File: config.mk
export PLATFORM = sky130hd
export DESIGN_NAME = ram_uart_arbiter
export DESIGN_NICKNAME = d
export VERILOG_FILES = /design/src/rtl/ram_arb_pkg.sv /design/src/rtl/ram_addr_decode.sv /design/src/rtl/ram_uart_arbiter.sv
export SDC_FILE = /design/constraint.sdc
export NUM_CORES = 1
export LEC_CHECK = 0
export CELL_PAD_IN_SITES_DETAIL_PLACEMENT = 1
export CELL_PAD_IN_SITES_GLOBAL_PLACEMENT = 1
export CORE_ASPECT_RATIO = 1.5
export CORE_MARGIN = 4
export CORE_UTILIZATION = 16
export DETAILED_ROUTE_END_ITERATION = 7
export GPL_TIMING_DRIVEN = 1
export PLACE_DENSITY = 0.83
export SLEW_MARGIN = 20
export SYNTH_ARGS = -nofsm -noshare
export SYNTH_HDL_FRONTEND = slang
export SYNTH_HIERARCHICAL = 1
export SYNTH_SLANG_ARGS = --single-unit
export TNS_END_PERCENT = 20
File: constraint.sdc
create_clock -name clk -period 2.6 [get_ports clk]
set_clock_uncertainty 0.15 [all_clocks]
set_input_delay 0.52 -clock clk [delete_from_list [all_inputs] [get_ports clk]]
set_output_delay 0.52 -clock clk [all_outputs]
set_load 0.1 [all_outputs]
File: src/rtl/ram_arb_pkg.sv
// ----------------------------------------------------------------------------
// ram_arb_pkg -- arbiter state type, RAM window base and CPU address helper
// rev 1.0
// ----------------------------------------------------------------------------
`default_nettype none

package ram_arb_pkg;

  typedef enum logic [1:0] {
    IDLE     = 2'd0,
    UART_ACC = 2'd1,
    UART_ACK = 2'd2
  } arb_state_t;

  localparam logic [31:0] RAM_BASE = 32'h1001_0000;

  typedef struct packed {
    logic        in_range;
    logic [29:0] idx;
  } word_idx_t;

  // The 33-bit compare keeps the window limit exact even for very large RAMs.
  function automatic word_idx_t ram_word_idx(input logic [31:0] addr, input int unsigned aw);
    word_idx_t   r;
    logic [31:0] off;
    off        = addr - RAM_BASE;
    r.idx      = off[31:2];
    r.in_range = (addr >= RAM_BASE) && ({1'b0, off} < (33'd4 << aw));
    return r;
  endfunction

endpackage

`default_nettype wire

File: src/rtl/ram_addr_decode.sv
// ----------------------------------------------------------------------------
// ram_addr_decode -- CPU byte address to RAM word index plus window check
// rev 1.0
// ----------------------------------------------------------------------------
`default_nettype none

module ram_addr_decode
  import ram_arb_pkg::*;
#(
  parameter int BIT_WIDTH  = 32,
  parameter int ADDR_WIDTH = 10
) (
  input  logic [BIT_WIDTH-1:0]  i_addr,
  output logic                  o_in_range,
  output logic [ADDR_WIDTH-1:0] o_idx
);

  word_idx_t w_res;

  assign w_res      = ram_word_idx(32'(i_addr), ADDR_WIDTH);
  assign o_in_range = w_res.in_range;
  assign o_idx      = ADDR_WIDTH'(w_res.idx);

endmodule

`default_nettype wire

File: src/rtl/ram_uart_arbiter.sv
// ----------------------------------------------------------------------------
// ram_uart_arbiter -- shares the data RAM between the CPU and the UART requester;
// RAM_ARB_STARVE_GUARD_EN enables the bounded UART starvation guard. rev 1.0
// ----------------------------------------------------------------------------
`default_nettype none

module ram_uart_arbiter
  import ram_arb_pkg::*;
#(
  parameter int BIT_WIDTH  = 32,
  parameter int ADDR_WIDTH = 10,
  parameter int STARVE_MAX = 4
) (
  input  logic                  clk,
  input  logic                  rst_n,
  input  logic                  cpu_req,
  input  logic                  cpu_we,
  input  logic [BIT_WIDTH-1:0]  cpu_addr,
  input  logic [BIT_WIDTH-1:0]  cpu_wdata,
  output logic [BIT_WIDTH-1:0]  cpu_rdata,
  output logic                  cpu_stall,
  output logic                  cpu_addr_err,
  input  logic                  uart_req,
  input  logic                  uart_we,
  input  logic [ADDR_WIDTH-1:0] uart_addr,
  input  logic [BIT_WIDTH-1:0]  uart_wdata,
  output logic                  uart_ack,
  output logic [BIT_WIDTH-1:0]  uart_rdata,
  output logic                  ram_we,
  output logic [ADDR_WIDTH-1:0] ram_addr,
  output logic [BIT_WIDTH-1:0]  ram_wdata,
  input  logic [BIT_WIDTH-1:0]  ram_rdata
);

  arb_state_t            r_state;
  arb_state_t            w_state_nxt;
  logic                  w_in_range;
  logic [ADDR_WIDTH-1:0] w_cpu_idx;
  logic                  w_uart_grant;

  ram_addr_decode #(
    .BIT_WIDTH  (BIT_WIDTH),
    .ADDR_WIDTH (ADDR_WIDTH)
  ) u_decode (
    .i_addr     (cpu_addr),
    .o_in_range (w_in_range),
    .o_idx      (w_cpu_idx)
  );

  generate
    if (STARVE_MAX < 1 || STARVE_MAX > 15) begin : g_bad_starve_max
      $error("STARVE_MAX must lie in 1..15");
    end
  endgenerate

`ifdef RAM_ARB_STARVE_GUARD_EN
  localparam logic [3:0] c_starve_max = 4'(STARVE_MAX);
  logic [3:0] r_starve_cnt;

  assign w_uart_grant = uart_req && (!cpu_req || (r_starve_cnt == c_starve_max));

  always_ff @(posedge clk) begin
    if (!rst_n || !uart_req || (r_state == IDLE && w_uart_grant)) begin
      r_starve_cnt <= '0;
    end else if (r_state == IDLE && cpu_req && r_starve_cnt < c_starve_max) begin
      r_starve_cnt <= r_starve_cnt + 4'd1;
    end
  end
`else
  assign w_uart_grant = uart_req && !cpu_req;
`endif

  always_ff @(posedge clk) begin
    if (!rst_n) begin
      r_state <= IDLE;
    end else begin
      r_state <= w_state_nxt;
    end
  end

  always_comb begin
    w_state_nxt = r_state;
    case (r_state)
      IDLE:     if (w_uart_grant) w_state_nxt = UART_ACC;
      UART_ACC: w_state_nxt = UART_ACK;
      UART_ACK: w_state_nxt = IDLE;
      default:  w_state_nxt = IDLE;
    endcase
  end

  // Out-of-range CPU stores never reach the RAM; reset blocks every write.
  always_comb begin
    ram_addr  = w_cpu_idx;
    ram_wdata = cpu_wdata;
    ram_we    = cpu_req && cpu_we && w_in_range;
    cpu_stall = 1'b0;
    uart_ack  = (r_state == UART_ACK);
    if (r_state == UART_ACC) begin
      ram_addr  = uart_addr;
      ram_wdata = uart_wdata;
      ram_we    = uart_we;
      cpu_stall = cpu_req;
    end
    if (!rst_n) begin
      ram_we    = 1'b0;
      cpu_stall = 1'b0;
    end
  end

  assign cpu_addr_err = cpu_req && !w_in_range;
  assign cpu_rdata    = cpu_addr_err ? '0 : ram_rdata;

  always_ff @(posedge clk) begin
    if (!rst_n) begin
      uart_rdata <= '0;
    end else if (r_state == UART_ACC) begin
      uart_rdata <= ram_rdata;
    end
  end

endmodule

`default_nettype wire

Yosys cells after proc, flatten, opt, wreduce, memory -nomap -nowiden
Index checks and enable logic that the tools add are counted.
Storage, ports and cells
  register bits: 34
  input bits: 144
  output and inout port bits: 110
  logic and storage cells: 25
Cells by class
  add/sub/neg operators: 1
  order comparisons: 2
  equality and inequality tests: 3
  mux-type cells: 9
  reduce and logical (&&, ||, !) cells: 8
Operators by type and width (count)
  $mux W32: 2
  $ge A32 B29 Y1 const B: 1
  $lt A32 B13 Y1 const B: 1
  $sub A32 B29 Y32 const B: 1
  $mux W10: 1
  $logic_and A1 B1 Y1: 5
  $mux W1: 4
  $pmux W2 S2: 1
  $eq A2 B1 Y1 const B: 1
  $eq A2 B2 Y1 const B: 1
  $logic_not A1 Y1: 2
  $logic_not A2 Y1: 1
  $mux W2: 1
  $ne A2 B2 Y1 const B: 1

Longest topological paths before layout
Gate-level depths: netlist of run 1.
  word-level depth: 6
  mapped depth: 6

By module
Netlist of run 1, hierarchy kept.
Modules (own cells, without submodules)
  ram_uart_arbiter: times used 1, cells each 324, area each 2078.2 um^2, sequential area each 680.7 um^2
  ram_addr_decode: times used 1, cells each 20, area each 157.7 um^2, sequential area each 0.0 um^2

Worst setup path before layout of run 1
Ideal clock, no wire load.
  kind: input port to output port
  from: in cpu_addr[25]
  to: out ram_we
  arrival: 3.280 ns
  required time: 1.930 ns
  path slack: -1.350 ns
  stages on the path: 5
  path buffers: 0
  cell sequence: nor4b_2 > nand3_1 > nor3_1 > nand4_1 > o21ai_0
On the way
  longest elaborated chain between the ends: 6
  elaborated cells between the ends (all ways): 7
  those cells by class: 1 x add/sub; 2 x order compare; 2 x mux; 2 x reduce/logical
Ends and longest elaborated chain
  start: declaration: RTL line ram_uart_arbiter.sv:18  | input logic [BIT_WIDTH-1:0] cpu_addr,
  $sub A32 B29 Y32: RTL line ram_arb_pkg.sv:26  | off = addr - RAM_BASE;
  $lt A32 B13 Y1: RTL line ram_arb_pkg.sv:28  | r.in_range = (addr >= RAM_BASE) && ({1'b0, off} < (33'd4 << aw));
  $logic_and A1 B1 Y1 *: RTL line ram_arb_pkg.sv:28
  named net w_in_range: RTL line ram_uart_arbiter.sv:37  | logic w_in_range;
  $logic_and A1 B1 Y1 *: RTL line ram_uart_arbiter.sv:95  | ram_we = cpu_req && cpu_we && w_in_range;
  $mux W1 *: RTL line ram_uart_arbiter.sv:98  | if (r_state == UART_ACC) begin
  $mux W1 *: RTL line ram_uart_arbiter.sv:104  | if (!rst_n) begin
  end: declaration: RTL line ram_uart_arbiter.sv:29  | output logic ram_we,
The timed path passes the listed nets; every way through them passes the cells marked *.

Worst setup path after layout of run 1
  from: in cpu_addr[29]
  to: out cpu_rdata[20]
On the way
  longest elaborated chain between the ends: 6
  elaborated cells between the ends (all ways): 7
  those cells by class: 1 x add/sub; 2 x order compare; 1 x mux; 3 x reduce/logical
Ends and longest elaborated chain
  $sub A32 B29 Y32: RTL line ram_arb_pkg.sv:26
  $lt A32 B13 Y1: RTL line ram_arb_pkg.sv:28
  $logic_and A1 B1 Y1 *: RTL line ram_arb_pkg.sv:28
  named net w_in_range: RTL line ram_uart_arbiter.sv:37
  $logic_not A1 Y1 *: RTL line ram_uart_arbiter.sv:110  | assign cpu_addr_err = cpu_req && !w_in_range;
  $logic_and A1 B1 Y1 *: RTL line ram_uart_arbiter.sv:110
  $mux W32 *: RTL line ram_uart_arbiter.sv:111  | assign cpu_rdata = cpu_addr_err ? '0 : ram_rdata;
  end: declaration: RTL line ram_uart_arbiter.sv:20  | output logic [BIT_WIDTH-1:0] cpu_rdata,
Marks and branches as above.

==> run_results.csv, run 1 <==
group,metric,value,unit
synthesis,async_flop_share,0,%
routing,drtIter0Drc,89,
routing,routed-wl-met2,7830,um
min_path,hp-class,"reg -> reg",
cts,clockBufferDepth,2,
routing,vias_per_cell,4.26,
setup_path,worst_ep_arrival_time,2.04,ns
sta,slew_violations,0,
sta,setup_viol,33,
grt,grt_pass1_vias,3788,
setup_path,reg2reg_to,"uart_rdata[30]$_SDFFE_PN0P_",
finish,area_growth,165,%
synthesis,ys_dominant_reg_cell,"dfxtp_1",
place,numPortBuffers,251,
routing,first_pass_iters,4,
synthesis,synthesis.nets,488,
floorplan,io-pin-count,254,
synthesis,syn_inst,344,
synthesis,synth-edff-count,0,
place,dpl.hpwl,10400,um
cts,cts_made_buffers,5,
sta,hold_ws,0.301,ns
sta,max_freq,370,MHz
synthesis,synth.distinct_cells,24,
floorplan,start_util,16.4,%
setup_path,reg2reg_from,"r_state[0]$_SDFFE_PN0P_",
setup_path,critPathKind,"in -> out",
routing,top_layer,"met4",
setup_path,worstSetupEndpointType,"output port",
synthesis,avgSynthCellArea,6.50,um^2
min_path,hold_start,"uart_rdata[16]$_SDFFE_PN0P_",
cts,ctsHtreeMaxLevel,2,
place,globalplace.congestion,0.793,
place,pre_cts_slack,-0.518,ns
setup_path,cp_max_fo,8,
cts,cts_tree,"yes",
setup_path,rrSetupSlack,1.02,ns
routing,finalWirelength,13300,um
synthesis,ys_seq_area_share,30.4,%
routing,wl_met1,4310,um
finish,diodes,0,
finish,num-nets-final,728,
run,drv_cap,0,
power_and_ir_drop,power_density,490,nW/um^2
cts,root_buffer,"clkbuf_16",
finish,layout_common_cells,"nand2_1, clkdlybuf4s50_1, buf_12, buf_4, dfxtp_1",
grt,grt_max_degree,75,
sta,finalWorstSetupSlack,-0.106,ns
min_path,hold_path_depth,2,
setup_path,startpoint_type,"primary input",
sta,hold_viol,0,
cts,cts_num_sinks,34,
run_status,status,"complete, but fails checks",
synthesis,ys_seq_elements,34,
sta,rsz0062_at_grt,"true",
routing,wl_met3,820,um
cts,clkTransAtPathRegs,0.06,ns
floorplan,die-area,16000,um^2
floorplan,fp-row-count,52,
finish,drive_gt1_share,32.8,%
cts,clk_latency,0.28,ns
floorplan,core,13600,um^2
run_status,violations,"setup timing",
synthesis,syn-cell-area,2240,um^2
routing,vias,3181,
grt,grt_pass1_wl,20300,um
sta,period_needed,2.71,ns
power_and_ir_drop,vdd_drop_max,0.266,mV
min_path,min_to,"uart_rdata[16]$_SDFFE_PN0P_",
grt,grt.overflow.total,0,
sta,slew_headroom,72.5,%
synthesis,yosysWarnings,6,
power_and_ir_drop,p_leak,2.63,nW
finish,final_common_cell,"nand2_1",
grt,grtUsageTotal,16.1,%
routing,wire_per_inst,17.8,um
floorplan,die_h,153,um
sta,tightestPinTransition,0.413,ns
setup_path,r2r_cells,5,
grt,antenna_found_initial,0,
setup_path,cp.required,1.93,ns
floorplan,die-width,105,um
routing,drc,0,
sta,min_period_over_period,104,%
routing,antenna_left,0,
## stage by stage
| stage | power [W] | utilization, % | setup TNS, ns | instance area (um^2) | std cells |
|---|---|---|---|---|---|
| 6_report | 0.00290 | 43.5 | -2.91 | 5920 | 747 |
| 5_1_grt | 0.00299 | 43.5 | -5.83 | 5920 | 747 |
| 4_1_cts | 0.00291 | 43.1 | -5.38 | 5860 | 745 |
| 3_5_place_dp | 0.00208 | 40.7 | -15.78 | 5540 | 732 |
| 3_3_place_gp | 0.00205 | 40.7 | -15.55 | 5540 | 732 |
| 2_1_floorplan | 0.00142 | - | -1.13 | 2280 | 344 |
## cell usage after synthesis, types with 2 or more instances
| master | n | area (um^2) |
|---|---|---|
| buf_2 | 7 | 35.0 |
| buf_4 | 15 | 113 |
| nor2b_1 | 2 | 12.5 |
| a21boi_1 | 32 | 240 |
| nand2_1 | 192 | 721 |
| nor4b_2 | 2 | 30.0 |
| nand2b_1 | 2 | 12.5 |
| dfxtp_1 | 34 | 681 |
| and2_1 | 33 | 206 |
| nor4_1 | 2 | 12.5 |
| buf_12 | 2 | 40.0 |
| nand3_1 | 2 | 10.0 |
| buf_6 | 2 | 22.5 |
| clkbuf_1 | 7 | 26.3 |
## area by class of cell
type / count / area [um^2]
clock inverters: 3 / 68.8
multi-input cells: 275 / 1450
fillers: 1554 / 7680
repair buffers: 267 / 3380
flip-flops and latches: 34 / 681
inverters: 1 / 3.75
well taps: 162 / 203
clock buffers: 5 / 125
## worst max-delay path: stages
cell and delay, ns:
dlygate4sd2_1 0.26, nor4_4 0.14, nand2_1 0.09, nor3_2 0.23, nand2b_4 0.19, buf_8 0.14
buf_16 0.13, and2_4 0.16, buf_12 0.17
## repair_timing
item	4_1_cts	5_1_grt
hold buffers	0	0
cloned	3	1
pin swaps	2	22
setup buffers	2	1
endpoints found under the setup margin	34	34
gates resized for setup	77	31
## metal layers
| metal | up-vias | GRT usage (%) |
|---|---|---|
| met5 | - | 0 |
| met4 | 0 | 5.26 |
| met3 | 23 | 4.66 |
| met2 | 142 | 33.0 |
| met1 | 1479 | 14.7 |
| li1 | 1537 | - |
## power by group
group | total (W) | switching, W | internal, W
Clock | 0.000797 | 0.000246 | 0.000551
Combinational | 0.00155 | 0.000951 | 0.000601
Sequential | 0.000549 | 0.0000105 | 0.000538
Total | 0.00290 | 0.00121 | 0.00169
## kinds of logic (layout without fill, tap and decap cells)
logic type / after synthesis / count (layout) / synth area share, %
buffers and inverters: 35 / 276 / 11.4
XOR/XNOR: 1 / 1 / 0.392
AND/OR/NAND/NOR: 240 / 240 / 46.4
flip-flops: 34 / 34 / 30.4
AO/OA/AOI/OAI: 34 / 34 / 11.3
## state kept, by name (all words and copies together) (netlist names)
| name | flops |
|---|---|
| uart_rdata | 32 |
| r_state | 2 |
## worst max path at each step
stage	startpoint	end	slack, ns	cells after the start
floorplan	cpu_addr[25]	cpu_rdata[1]	-0.09	5
global placement	cpu_addr[24]	cpu_rdata[1]	-0.48	8
detailed placement	cpu_addr[14]	cpu_rdata[31]	-0.52	8
CTS	cpu_addr[24]	cpu_rdata[13]	-0.19	8
global route	cpu_addr[24]	cpu_rdata[29]	-0.19	9
finish	cpu_addr[29]	cpu_rdata[20]	-0.11	9
Power figures use the tool's default switching activity.
==> run 2, diff against run 1 <==
ABC_AREA = 1   (was default)
CORE_UTILIZATION = 17   (was 16)
PLACE_DENSITY = 0.87   (was 0.83)
SLEW_MARGIN = default   (was 20)
==> run_results.csv, run 2 <==
group,metric,value,unit
synthesis,synth_top_family_by_area,"simple AND/OR/NAND/NOR gates",
min_path,hp-class,"reg -> reg",
synthesis,post_synth_xor_area_fraction,0.374,%
cts,clockBufferDepth,2,
setup_path,cp_max_fo,8,
finish,drive_gt1_share,34.0,%
synthesis,synthesis.nets,557,
power_and_ir_drop,vdd_drop_max,0.247,mV
place,dpl.hpwl,11200,um
floorplan,core,13500,um^2
setup_path,crit_top_cell,"nor2_4",
synthesis,synth.distinct_cells,21,
synthesis,yosys.area_share.simple,53.3,%
floorplan,io-pin-count,254,
finish,n_fill_cell,1572,
setup_path,slowest_stage,"buf_12",
finish,fin_util,46.2,%
synthesis,synth_fa_ha_area_share,0,%
setup_path,cp.required,1.93,ns
routing,vias_per_cell,4.33,
sta,min_period_over_period,105,%
synthesis,syn_inst,413,
run_status,status,"complete, but fails checks",
routing,finalWirelength,13700,um
synthesis,synth_top_cell_by_area,"nand2_1",
sta,setup_viol,33,
finish,largestRegisters,"uart_rdata x32, r_state x2",
setup_path,startpoint_type,"primary input",
setup_path,cp_top_family,"simple AND/OR/NAND/NOR gates",
grt,antenna_found_initial,0,
synthesis,syn-cell-area,2340,um^2
setup_path,r2r_cells,5,
floorplan,die_h,152,um
grt,grt_max_degree,57,
run_status,violations,"setup timing",
power_and_ir_drop,power_density,455,nW/um^2
finish,num-nets-final,803,
routing,first_pass_iters,4,
sta,setup_tns,-3.24,ns
synthesis,yosysWarnings,6,
floorplan,die-width,104,um
grt,grtUsageTotal,17.1,%
power_and_ir_drop,p_leak,2.99,nW
min_path,hold_path_depth,1,
synthesis,ys_top_cells_by_count,"nand2_1, nor2_1, nand3_1, inv_1, dfxtp_1",
setup_path,crit_chain,"buf_8 > nor2_4 > nand3_2 > nand2_1 > nand3_1 > nor2_2 > nand3_2 > nor2_4 > nor2_4 > buf_6 > buf_12 > nor2_4 > buf_12",
cts,ctsHtreeMaxLevel,2,
synthesis,ys_dominant_reg_cell,"dfxtp_1",
setup_path,critPathBufInv,4,
sta,tightestPinTransition,0.513,ns
cts,cts_hold_buffers,0,
cts,clk_latency,0.27,ns
sta,max_freq,367,MHz
sta,finalWorstSetupSlack,-0.123,ns
finish,area_growth,167,%
run,drv_cap,0,
floorplan,die-area,15800,um^2
routing,wire_per_inst,16.6,um
finish,diodes,0,
floorplan,start_util,17.3,%
cts,root_buffer,"clkbuf_16",
grt,grt_pass1_vias,3900,
sta,slew_headroom,65.8,%
place,numPortBuffers,251,
sta,hold_viol,0,
cts,cts_tree,"yes",
synthesis,synth.area.top_cells,"nand2_1, dfxtp_1, nand3_1",
synthesis,ys_seq_area_share,29.0,%
routing,antenna_left,0,
sta,period_needed,2.72,ns
finish,multi_input_area,1630,um^2
finish,final_common_cell,"nand2_1",
synthesis,synthMuxAreaShare,0,%
finish,largest_reg_flops,32,
routing,vias,3559,
cts,cts_made_buffers,5,
synthesis,synth-edff-count,0,
floorplan,fp-row-count,52,
setup_path,worst_ep_arrival_time,2.05,ns
finish,layout_common_cells,"nand2_1, clkdlybuf4s50_1, buf_12, buf_4, nor2_4",
cts,cts_num_sinks,34,
sta,rsz0062_at_grt,"true",
setup_path,worstSetupEndpointType,"output port",
setup_path,critPathKind,"in -> out",
synthesis,synth_compound_area_share,0.214,%
finish,largest-register,"uart_rdata",
sta,slew_violations,0,
setup_path,cp.depth,13,
synthesis,synth_top_area_share,32.5,%
synthesis,avgSynthCellArea,5.67,um^2
cts,clkTransAtPathRegs,0.05,ns
routing,drtIter0Drc,115,
synthesis,async_flop_share,0,%
routing,drc,0,
place,globalplace.congestion,0.804,
synthesis,ys_seq_elements,34,
grt,grt.overflow.total,0,
synthesis,yosysMostFrequentCell,"nand2_1",
grt,grt_pass1_wl,21500,um
setup_path,crit_path_max_incr_delay,0.18,ns
finish,seq_area,681,um^2
## run 2: kinds of logic after synthesis
logic type             Yosys count
AND/OR/NAND/NOR                304
buffers and inverters           73
flip-flops                      34
AO/OA/AOI/OAI                    1
XOR/XNOR                         1
## run 2: worst paths after layout
path / start / endpoint / slack (ns)
worst min register to register: r_state[1]$_SDFFE_PN0P_ / r_state[0]$_SDFFE_PN0P_ / 0.30
worst max register to register: r_state[0]$_SDFFE_PN0P_ / uart_rdata[29]$_SDFFE_PN0P_ / 1.01
worst max-delay path: cpu_addr[18] / cpu_rdata[3] / -0.12
worst min-delay path: r_state[1]$_SDFFE_PN0P_ / r_state[0]$_SDFFE_PN0P_ / 0.30
## run 2: metrics by stage
stage / power (W) / instance area (um^2) / setup slack, ns / cells / hold slack (ns)
final: 0.00285 / 6250 / -0.123 / 821 / 0.303
after global routing: 0.00294 / 6250 / -0.214 / 821 / 0.339
after CTS: 0.00288 / 6220 / -0.0882 / 820 / 0.307
after detailed placement: 0.00214 / 5920 / -0.525 / 808 / 0.299
after global placement: 0.00212 / 5920 / -0.476 / 808 / 0.286
after floorplan: 0.00147 / 2620 / -0.112 / 413 / 0.269
## run 2: worst reg2reg max path, stage by stage, from the launching register on
cell     delay [ns]
dfxtp_1        0.41
nand2_4        0.13
buf_12         0.20
nor2_8         0.44
nand2_1        0.13
nand2_1        0.08
## run 2: area by class of cell
cell class | count | share of cell area, %
inverters | 41 | 2.46
clock buffers | 6 | 2.22
multi-input cells | 306 | 26.0
clock inverters | 1 | 0.480
repair buffers | 271 | 54.7
flip-flops and latches | 34 | 10.9
well taps | 162 | 3.24
## run 2: report_power, final
part | internal [W] | switching [W]
clock | 0.000473 | 0.000229
combinational | 0.000595 | 0.000999
sequential | 0.000539 | 0.0000106
total | 0.00161 | 0.00124
## run 2: timing repair
item | in CTS | in global routing
setup buffers | 3 | 1
gates resized for setup | 111 | 9
gates cloned | 2 | 0
pin swaps | 38 | 15
endpoints found under the setup margin | 34 | 34
## run 2: routing by layer
metal,global-route usage [%],routed length (um),vias to the layer above
met2,33.5,7610,185
met4,5.83,378,0
met5,0,0,-
li1,-,-,1710
met1,16.5,4490,1641
met3,5.39,1170,23
